[src/rtl/fpu_sub_sched.sv]
// Round-robin scheduler sharing one fixed-latency subtract/normalise datapath
// between several requesters. A tag pipeline shadows the datapath, the datapath
// enable doubles as the global stall for result back-pressure, and the
// mid-pipe shift_inexact flag is re-timed so it leaves with its own result.
module fpu_sub_sched #(
  parameter int unsigned NUM_REQ       = 4,
  parameter int unsigned ID_W          = 2,
  parameter int unsigned LATENCY       = 12,
  parameter int unsigned INEXACT_STAGE = 7
) (
  input  logic                  clk,
  input  logic                  rst,
  input  logic [NUM_REQ-1:0]    req_valid,
  output logic [NUM_REQ-1:0]    req_ready,
  input  logic [NUM_REQ*64-1:0] req_opa,
  input  logic [NUM_REQ*64-1:0] req_opb,
  input  logic [NUM_REQ*3-1:0]  req_fpu_op,
  input  logic [NUM_REQ-1:0]    req_i2d,
  output logic                  dp_enable,
  output logic [63:0]           dp_opa,
  output logic [63:0]           dp_opb,
  output logic [2:0]            dp_fpu_op,
  output logic                  dp_i2d,
  input  logic                  dp_shift_inexact,
  output logic                  res_valid,
  output logic [ID_W-1:0]       res_id,
  output logic                  res_inexact,
  input  logic                  res_ready
);

  localparam int unsigned CNT_W = $clog2(LATENCY + 1);

  // Tag pipeline; inexact bits only exist past the stage where the flag is captured
  logic [LATENCY:1]               r_vld;
  logic [ID_W-1:0]                r_id [1:LATENCY];
  logic [LATENCY:INEXACT_STAGE+1] r_inex;

  logic [ID_W-1:0]  r_rr;
  logic [2:0]       r_cur_op;
  logic             r_cur_i2d;
  logic [CNT_W-1:0] r_inflight;
  logic             r_inex_hold;
  logic             r_fresh;

  logic             w_advance;
  logic             w_hs;
  logic             w_found;
  logic [ID_W-1:0]  w_sel;
  int unsigned      w_sel_i;
  logic [2:0]       w_sel_op;
  logic             w_sel_i2d;
  logic             w_elig;
  logic             w_issue;
  logic             w_inex_cur;

  assign w_advance = !(r_vld[LATENCY] && !res_ready);
  assign w_hs      = r_vld[LATENCY] && res_ready;

  // Cyclic search for the first valid requester at or after the rr pointer
  always_comb begin : arb_search
    logic [ID_W-1:0] idx;
    w_found = 1'b0;
    w_sel   = '0;
    idx     = '0;
    for (int unsigned k = 0; k < NUM_REQ; k++) begin
      idx = ID_W'((32'(r_rr) + k) % NUM_REQ);
      if (!w_found && req_valid[idx]) begin
        w_found = 1'b1;
        w_sel   = idx;
      end
    end
  end

  assign w_sel_i   = 32'(w_sel);
  assign w_sel_op  = req_fpu_op[3*w_sel_i +: 3];
  assign w_sel_i2d = req_i2d[w_sel];
  // Modes may only change once the pipe is empty, since the datapath reads them late
  assign w_elig    = (r_inflight == '0) || ({w_sel_op, w_sel_i2d} == {r_cur_op, r_cur_i2d});
  assign w_issue   = !rst && w_advance && w_found && w_elig;

  assign req_ready = w_issue ? (NUM_REQ'(1) << w_sel) : '0;
  assign dp_enable = w_advance;
  assign dp_opa    = w_issue ? req_opa[64*w_sel_i +: 64] : 64'd0;
  assign dp_opb    = w_issue ? req_opb[64*w_sel_i +: 64] : 64'd0;
  assign dp_fpu_op = w_issue ? w_sel_op  : r_cur_op;
  assign dp_i2d    = w_issue ? w_sel_i2d : r_cur_i2d;

  assign res_valid   = r_vld[LATENCY];
  assign res_id      = r_id[LATENCY];
  assign res_inexact = r_inex[LATENCY];

  // Datapath zeroes shift_inexact after a stalled edge, so fall back to the held copy
  assign w_inex_cur = r_fresh ? dp_shift_inexact : r_inex_hold;

  // Tag pipeline shifts in lock-step with the datapath enable
  always_ff @(posedge clk) begin
    if (rst) begin
      r_vld  <= '0;
      r_inex <= '0;
      for (int unsigned k = 1; k <= LATENCY; k++) r_id[k] <= '0;
    end else if (w_advance) begin
      r_vld[1] <= w_issue;
      r_id[1]  <= w_sel;
      for (int unsigned k = 2; k <= LATENCY; k++) begin
        r_vld[k] <= r_vld[k-1];
        r_id[k]  <= r_id[k-1];
      end
      r_inex[INEXACT_STAGE+1] <= w_inex_cur && r_vld[INEXACT_STAGE];
      for (int unsigned k = INEXACT_STAGE + 2; k <= LATENCY; k++) r_inex[k] <= r_inex[k-1];
    end
  end

  // Arbitration pointer, current mode, in-flight count and inexact capture state
  always_ff @(posedge clk) begin
    if (rst) begin
      r_rr        <= '0;
      r_cur_op    <= 3'b000;
      r_cur_i2d   <= 1'b0;
      r_inflight  <= '0;
      r_inex_hold <= 1'b0;
      r_fresh     <= 1'b0;
    end else begin
      r_fresh     <= w_advance;
      r_inex_hold <= w_inex_cur;
      if (w_issue) begin
        r_rr      <= ID_W'((w_sel_i + 32'd1) % NUM_REQ);
        r_cur_op  <= w_sel_op;
        r_cur_i2d <= w_sel_i2d;
      end
      if (w_issue && !w_hs)      r_inflight <= r_inflight + CNT_W'(1);
      else if (!w_issue && w_hs) r_inflight <= r_inflight - CNT_W'(1);
    end
  end

endmodule
[config.mk]
export PLATFORM = sky130hd
export DESIGN_NAME = fpu_sub_sched
export DESIGN_NICKNAME = d
export VERILOG_FILES = /design/src/rtl/fpu_sub_sched.sv
export SDC_FILE = /design/constraint.sdc
export NUM_CORES = 1
export LEC_CHECK = 0
export ABC_AREA = 0
export BUFFER_PORTS_ARGS = -buffer_cell sky130_fd_sc_hd__buf_2
export CORE_AREA = 10 10 258 260
export DETAILED_ROUTE_END_ITERATION = 16
export DIE_AREA = 0 0 268 270
export PLACE_DENSITY = 0.41
export SYNTH_ARGS = -nofsm -noshare
export SYNTH_HDL_FRONTEND = slang
export SYNTH_SLANG_ARGS = --single-unit
[constraint.sdc]
create_clock -name clk -period 7.1 [get_ports clk]
set_input_delay 0.355 -clock clk [delete_from_list [all_inputs] [get_ports clk]]
set_output_delay 0.355 -clock clk [all_outputs]
set_load 0.005 [all_outputs]
======== Word-level counts from Yosys, hierarchy flattened ========
Memory sizes are Yosys's and may differ from the RTL's.
Cells that the tools add are included.
word-level totals
  register bits after elaboration ......... 29
  memory bits (writable) .................. 24
  input bits .............................. 536
  output and inout bits ................... 141
  word-level logic and storage cells ...... 103
  memories kept ........................... 1
memory list
  name  depth  bits a word  read ports  clocked after memory_dff  write ports  RTL line  source
  r_id  12     2            12          0                         12           35        logic [ID_W-1:0] r_id [1:LATENCY];
operators by class
  add/sub/neg operators ................... 6
  multipliers ............................. 1
  $lt $le $gt $ge ......................... 5
  equal/unequal tests ..................... 1
  shift-type cells ........................ 4
  mux-type cells .......................... 43
  bitwise gates (word level) .............. 12
  reductions and logical operators ........ 22
operator list
  kind                                                                   count
  256-bit by 9-bit variable part select with 64-bit output               2
  64-bit 2-to-1 mux                                                      2
  2-bit 2-to-1 mux                                                       16
  1-bit 2-to-1 mux                                                       16
  2-bit by 3-bit < comparator with 1-bit output (second input constant)  5
  4-bit 2-to-1 mux                                                       3
  1-bit OR                                                               12
  12-bit by 5-bit variable part select with 3-bit output                 1
  1-bit logical AND                                                      11
  1-bit binary-select mux with 2-bit select                              5
  1-bit logical NOT                                                      8
  2-bit by 1-bit adder with 2-bit output (second input constant)         2
  2-bit adder (second input constant)                                    2
  4-bit by 1-bit adder with 4-bit output (second input constant)         1
  4-bit equality test                                                    1
  4-bit logical NOT                                                      1
  2-bit by 2-bit multiplier with 4-bit output (first input constant)     1
  1-bit by 2-bit left shift with 4-bit output (first input constant)     1
  4-bit by 1-bit subtractor with 4-bit output (second input constant)    1
  3-bit 2-to-1 mux                                                       1
  2-bit nonzero test                                                     1
  1-bit logical OR                                                       1

======== Logic depth before layout (Yosys ltp) ========
  depth in word-level cells ............... 21
  depth in mapped cells ................... 19
  gate-level depth less buffers ........... 17

======== Worst setup path after synthesis ========
OpenSTA, ideal clock, no wires.
  path type ............................... in2reg
  from .................................... input port req_valid[0]
  to ...................................... register r_inflight[3]
  arrival time ............................ 3327 ps
  required time ........................... 7029 ps
  path slack .............................. 3702 ps
  stages on the path ...................... 19
  path buffers ............................ 2
  cell sequence ........................... nor2b_1 > nor2_2 > a2bb2oi_4 > buf_6 > mux2i_1 > mux2i_2 > xnor2_1 > nand4_1 > a21o_1 > buf_6 > inv_2 > ha_1 > inv_1 > ha_1 > a21o_1 > a21oi_1 > xnor2_1 > or3_1 > a21oi_1
on the way
  longest elaborated chain between the ends .. 20
RTL lines
  item                                                                                               RTL line  source
  from (decl)                                                                                        13        input logic [NUM_REQ-1:0] req_valid,
  1-bit binary-select mux with 2-bit select                                                          67        if (!w_found && req_valid[idx]) begin
  1-bit 2-to-1 mux (not written as such)                                                             67
  1-bit 2-to-1 mux                                                                                   67
  1-bit logical NOT                                                                                  67
  1-bit logical AND                                                                                  67
  1-bit 2-to-1 mux                                                                                   67
  1-bit logical NOT                                                                                  67
  1-bit logical AND                                                                                  67
  (+5 left out)                                                                                      -
  12-bit by 5-bit variable part select with 3-bit output / 1-bit 2-to-1 mux (equally long branches)  75, 76
  4-bit equality test                                                                                78        assign w_elig = (r_inflight == '0) || ({w_sel_op, w_sel_i2d} == {r_cur_op, r_cur_i2d});
  1-bit logical OR                                                                                   78
  1-bit logical AND *                                                                                79        assign w_issue = !rst && w_advance && w_found && w_elig;
  net w_issue                                                                                        53        logic w_issue;
  1-bit logical NOT                                                                                  131       else if (!w_issue && w_hs) r_inflight <= r_inflight - CNT_W'(1);
  1-bit logical AND                                                                                  131
  2-bit nonzero test (no source line)                                                                -
  to (signal assigned)                                                                               130       if (w_issue && !w_hs) r_inflight <= r_inflight + CNT_W'(1);
  to (signal assigned)                                                                               131
  to (decl)                                                                                          41        logic [CNT_W-1:0] r_inflight;
Mark *: on every way through the listed nets, which the timed path passes. The rest lies on a longest branch. The select of a mux whose other input is x is not followed.
A chain may end at the register's enable or synchronous reset.

======== Final worst setup path ========
  from .................................... register r_rr[0]
  to ...................................... output port dp_opa[7]
on the way
  longest elaborated chain between the ends .. 18
RTL lines
  item                                                                                                  RTL line  source
  from (decl)                                                                                           38        logic [ID_W-1:0] r_rr;
  from (signal assigned)                                                                                126       r_rr <= ID_W'((w_sel_i + 32'd1) % NUM_REQ);
  parallel branches: the longest is 17 deep, another holds 2-bit by 2-bit multiplier with 4-bit output  -
  64-bit 2-to-1 mux *                                                                                   83        assign dp_opa = w_issue ? req_opa[64*w_sel_i +: 64] : 64'd0;
  to (decl)                                                                                             20        output logic [63:0] dp_opa,
Mark *: on every way between the ends. The select of a mux whose other input is x is not followed.

==> results <==
- The endpoint of the most critical register-to-register path is r_inflight[3].
- The detailed-route vias per instance is 4.03.
- In this run the number of cells on the critical path is 12.
- The total number of yosys warnings is 0.
- The detail-routed net length per standard cell is 20.4 µm.
- After clock tree synthesis, the clock-pin slew on the worst setup and hold paths is 0.06 ns.
- The pre-CTS setup slack is 2.69 ns.
- The DRC marker count from the first detailed-route iteration is 451.
- The clock drives 53 sinks.
- The final critical-path required period is 4.26 ns.
- The die extent in y is 270 µm.
- After synthesis the cells add up to 0.00718 mm².
- The most critical setup path has its startpoint at r_rr[0].
- The fraction of the yosys area taken by sequential cells is 0.181.
- The count of flip-flops with a built-in enable after synthesis is 24.
- The internal power component is 1.44 mW.
- Of the total synthesized cell area, the portion taken by XOR and XNOR cells is 0.00854.
- The tightest min-delay check is of the input port to flip-flop type.
- A synthesized cell averages 8.65 µm².
- The fraction of final layout cells sized beyond drive strength 1 is 0.537.
- The largest fanout on the critical path is 60.
- The multiplexer area fraction after synthesis is 0.215.
- The relative slew slack is 0.242.
- The critical path goes through nor2b_1 -> nor3_1 -> a21oi_1 -> nor2_4 -> buf_4 -> mux2i_1 -> xnor2_1 -> nand4_1 -> a21o_4 -> buf_4 -> a211oi_1 -> buf_2.
- The quantity of I/O buffers inserted on ports is 676.
- The final routed wirelength across all metal layers is 45300 µm.
- Data on the critical path is required at its endpoint by 6.74 ns.
- Summed over all nets, the half-perimeter wirelength after detailed placement is 39400 µm.
- The slew at the pin closest to its max-slew limit is 1.14 ns.
- The clock tree from TritonCTS is built.
- Data arrives at the worst endpoint at 3.90 ns.
- The portion of total power attributed to combinational logic is 0.790.
- The simple-gate share of the synthesized area is 0.176.
- The setup check on the worst reg-to-reg path leaves a slack of 2.96 ns.
- The layout-stage area growth over the synthesis result is 57.9%.
- In this run, distinct cell masters in the synthesized netlist total 40.
- The sequential standard cell area is 0.00130 mm².
- The final clock skew is 0.00263 ns.
- The cell that appears most often on the critical path is sky130_fd_sc_hd__buf_4.
- The post-route antenna net violation count is 0.
- The critical path contains buffers and inverters numbering 3 combined.
- Of the total synthesized cell area, the portion taken by full adders, half adders and majority gates is 0.0150.
- Buffers inserted during clock tree synthesis total 5.
- The total iterations of the first detailed-routing run is 5.
- The total DRC errors in the routed layout is 0.
- Entering global routing, the biggest net connects 196 pins.
- Derived from the worst setup path, the maximum achievable clock frequency is 0.235 GHz.
- The last weighted congestion value of the routability-driven placer is 0.961.
- The via count of the first global-routing pass came to 9131.
- The completed layout was analyzed and its total power is 2.93 mW.
- Synthesis produced a netlist with a net count of 1374.
- The run finished with clean final reports.
- The library cells used most frequently in the layout, excluding fill and tap cells, are 676 x sky130_fd_sc_hd__buf_2, 197 x sky130_fd_sc_hd__a211oi_1, 141 x sky130_fd_sc_hd__mux2i_1, 137 x sky130_fd_sc_hd__nor2b_1, 59 x sky130_fd_sc_hd__a211oi_2.
- Across every metal layer, demand over resource in global routing totals 0.115.
- The initialized floorplan defines 91 standard-cell rows.
- The post-cts hold buffer count is 0.
- Max-cap violations in this run came to 0.
- The library cell used most frequently in the layout, excluding fill and tap cells, is sky130_fd_sc_hd__buf_2.
- The number of slew-limit violations in the final report is 0.
- The peak supply drop is 0.186 mV.
- After filler insertion, the fill cell instance count of the layout stands at 6983.
- Summing all multi-input logic gate instances after layout gives 0.00537 mm².
- Of the total power, registers draw 0.130.
- The core box area is 0.0613 mm².
- For this run, the post-layout net count is 1969.
- The period utilization is 0.600.
- The number of H-tree levels is 2.
- The number of gates resized after CTS was 0.
- On the worst path, the slowest cell contributes a delay of 0.48 ns.
- Counting cells, the worst reg-to-reg path comes to 18.
- In the post-route analysis, the smallest setup slack over all paths is 2.84 ns.
- In this run the worst setup path terminates at dp_opa[7].
- The share of total power dissipated in the clock network is 0.080.
- The type of element capturing the critical path is an output port.
- The die covers 0.0724 mm².
- The hold violation total from the final report is 0.
- The synthesized design contains 53 register bits.
- The main combinational cell family by area after synthesis is compound AO/OA/AOI/OAI gates.
- The net switching component of the power is 1.49 mW.
- The switching share of power is 0.509.
- The number of instances in the synthesized netlist is 830.
- The worst setup path is of the flip-flop to output port kind.
- Setup repair after global routing left no endpoint under its margin.
- Once the clock tree was built, the setup fixing pass inserted 0 buffers.
- The floorplan die width is 268 µm.
- The total overflow left after global routing is 0.
- The fraction of the mapped netlist area in compound gates was 0.333.
- The initial core utilization is 0.117.
- The total negative slack is 0 ns.
- The top-level I/O count is 677.
- For this design the ratio of total power to cell area is 259 mW/mm².
- The number of buffers between clock root and the deepest sink is 2.
- The dominant delay contributor by cell family on the critical path is buffers and inverters.
- The tree is rooted in a sky130_fd_sc_hd__clkbuf_16.
- The first global-routing pass estimated 62200 µm of wire.
- At the later pin of the worst-skew pair, clock insertion delay measures 0.29 ns.
- The type of origin of the critical path is a flip-flop.
- The number of antenna violations at the first check in global routing is 19.
- The standby leakage power is 5.25 nW.
- The commonest register cell after synthesis is sky130_fd_sc_hd__dfxtp_1.
- The number of vias after detailed routing is 8951.
- The count of final setup violators is 0.
- After synthesis, the share of flip-flops with an asynchronous set or reset is 0.
- The worst register-to-register path begins at r_rr[0].
- The cell with the largest stage delay on the worst path is sky130_fd_sc_hd__buf_4.
cell families after synthesis:
kind of cell	count (synthesis)
fa+ha+maj	8
compound gates	284
simple gates	219
mux	151
xor+xnor	7
buf+inv	108
flops	53
per-stage QoR:
stage	utilization	std cells	hold WS, ns	cell area, µm²
global placement	0.183	2208	0.439	11200
floorplan	-	830	0.432	7180
CTS	0.185	2216	0.427	11300
global route	0.185	2218	0.439	11300
finish	0.185	2222	0.434	11300
detailed placement	0.183	2208	0.445	11200
cell type report:
| class | count | area share |
|---|---|---|
| clock buffers | 6 | 0.0114 |
| multi-input cells | 669 | 0.474 |
| clock inverters | 2 | 0.000993 |
| inverters | 9 | 0.00298 |
| diodes | 6 | 0.00132 |
| flip-flops and latches | 53 | 0.115 |
| repair buffers | 687 | 0.308 |
| well taps | 790 | 0.0872 |
synthesized netlist by cell type (2+ instances only):
cell	n	area (µm²)
sky130_fd_sc_hd__buf_1	2	7.51
sky130_fd_sc_hd__buf_6	9	101
sky130_fd_sc_hd__nand3_1	2	10.0
sky130_fd_sc_hd__buf_4	4	30.0
sky130_fd_sc_hd__ha_1	7	87.6
sky130_fd_sc_hd__nand2_1	34	128
sky130_fd_sc_hd__xnor2_1	6	52.6
sky130_fd_sc_hd__dfxtp_1	29	581
sky130_fd_sc_hd__inv_1	8	30.0
sky130_fd_sc_hd__nor3_1	2	10.0
sky130_fd_sc_hd__a211oi_2	59	738
sky130_fd_sc_hd__and3_1	22	138
sky130_fd_sc_hd__or3_1	2	12.5
sky130_fd_sc_hd__buf_2	15	75.1
sky130_fd_sc_hd__nor2b_1	137	857
sky130_fd_sc_hd__a211oi_1	197	1480
sky130_fd_sc_hd__mux2_4	4	60.1
sky130_fd_sc_hd__mux2i_1	141	1410
sky130_fd_sc_hd__nand4_1	2	12.5
sky130_fd_sc_hd__nor2_1	10	37.5
sky130_fd_sc_hd__edfxtp_1	24	721
sky130_fd_sc_hd__a21o_1	2	15.0
sky130_fd_sc_hd__and2_1	5	31.3
sky130_fd_sc_hd__clkbuf_1	68	255
sky130_fd_sc_hd__a21oi_1	21	105
sky130_fd_sc_hd__mux2_2	4	45.0
worst reg2reg max path, delay by kind of cell (launching register included):
family | cells | cell delay (ns)
flops | 1 | 0.37
buf+inv | 3 | 0.72
simple gates | 5 | 0.86
compound gates | 5 | 0.98
fa+ha+maj | 2 | 0.46
xor+xnor | 2 | 0.25
mux | 1 | 0.41
routing by layer:
metal | track usage | routed length [µm] | vias to the layer above
met1 | 0.129 | 17600 | 4098
met4 | 0.0165 | 614 | 8
li1 | - | - | 4355
met5 | 0 | 50 | -
met2 | 0.196 | 21400 | 441
met3 | 0.0567 | 5700 | 49
how the worst min path moves through the flow:
stage	cells after the start	from	endpoint	slack, ns
2_1_floorplan	2	r_inex[10]	r_inex[10]	0.43
3_3_place_gp	2	r_vld[3]	r_vld[3]	0.44
3_5_place_dp	2	r_vld[5]	r_vld[6]	0.45
4_1_cts	3	dp_shift_inexact	r_inex_hold	0.43
5_1_grt	3	dp_shift_inexact	r_inex_hold	0.44
6_report	3	dp_shift_inexact	r_inex_hold	0.43
power groups by stage:
| stage | combinational, mW | sequential [mW] | clock (mW) |
|---|---|---|---|
| after floorplan | 1.56 | 0.381 | 0 |
| after detailed placement | 2.34 | 0.388 | 0 |
| after global routing | 2.54 | 0.386 | 0.253 |
| final | 2.32 | 0.382 | 0.234 |
| after global placement | 2.33 | 0.387 | 0 |
| after CTS | 2.35 | 0.382 | 0.245 |
flip-flops by register name (all words and copies together), names as in the netlist:
signal / flops
r_cur_op: 3
r_rr: 2
r_inex: 5
r_vld: 12
r_cur_i2d: 1
r_fresh: 1
r_inex_hold: 1
r_id: 24
r_inflight: 4
Note: power is estimated with default switching activity, not from simulation.
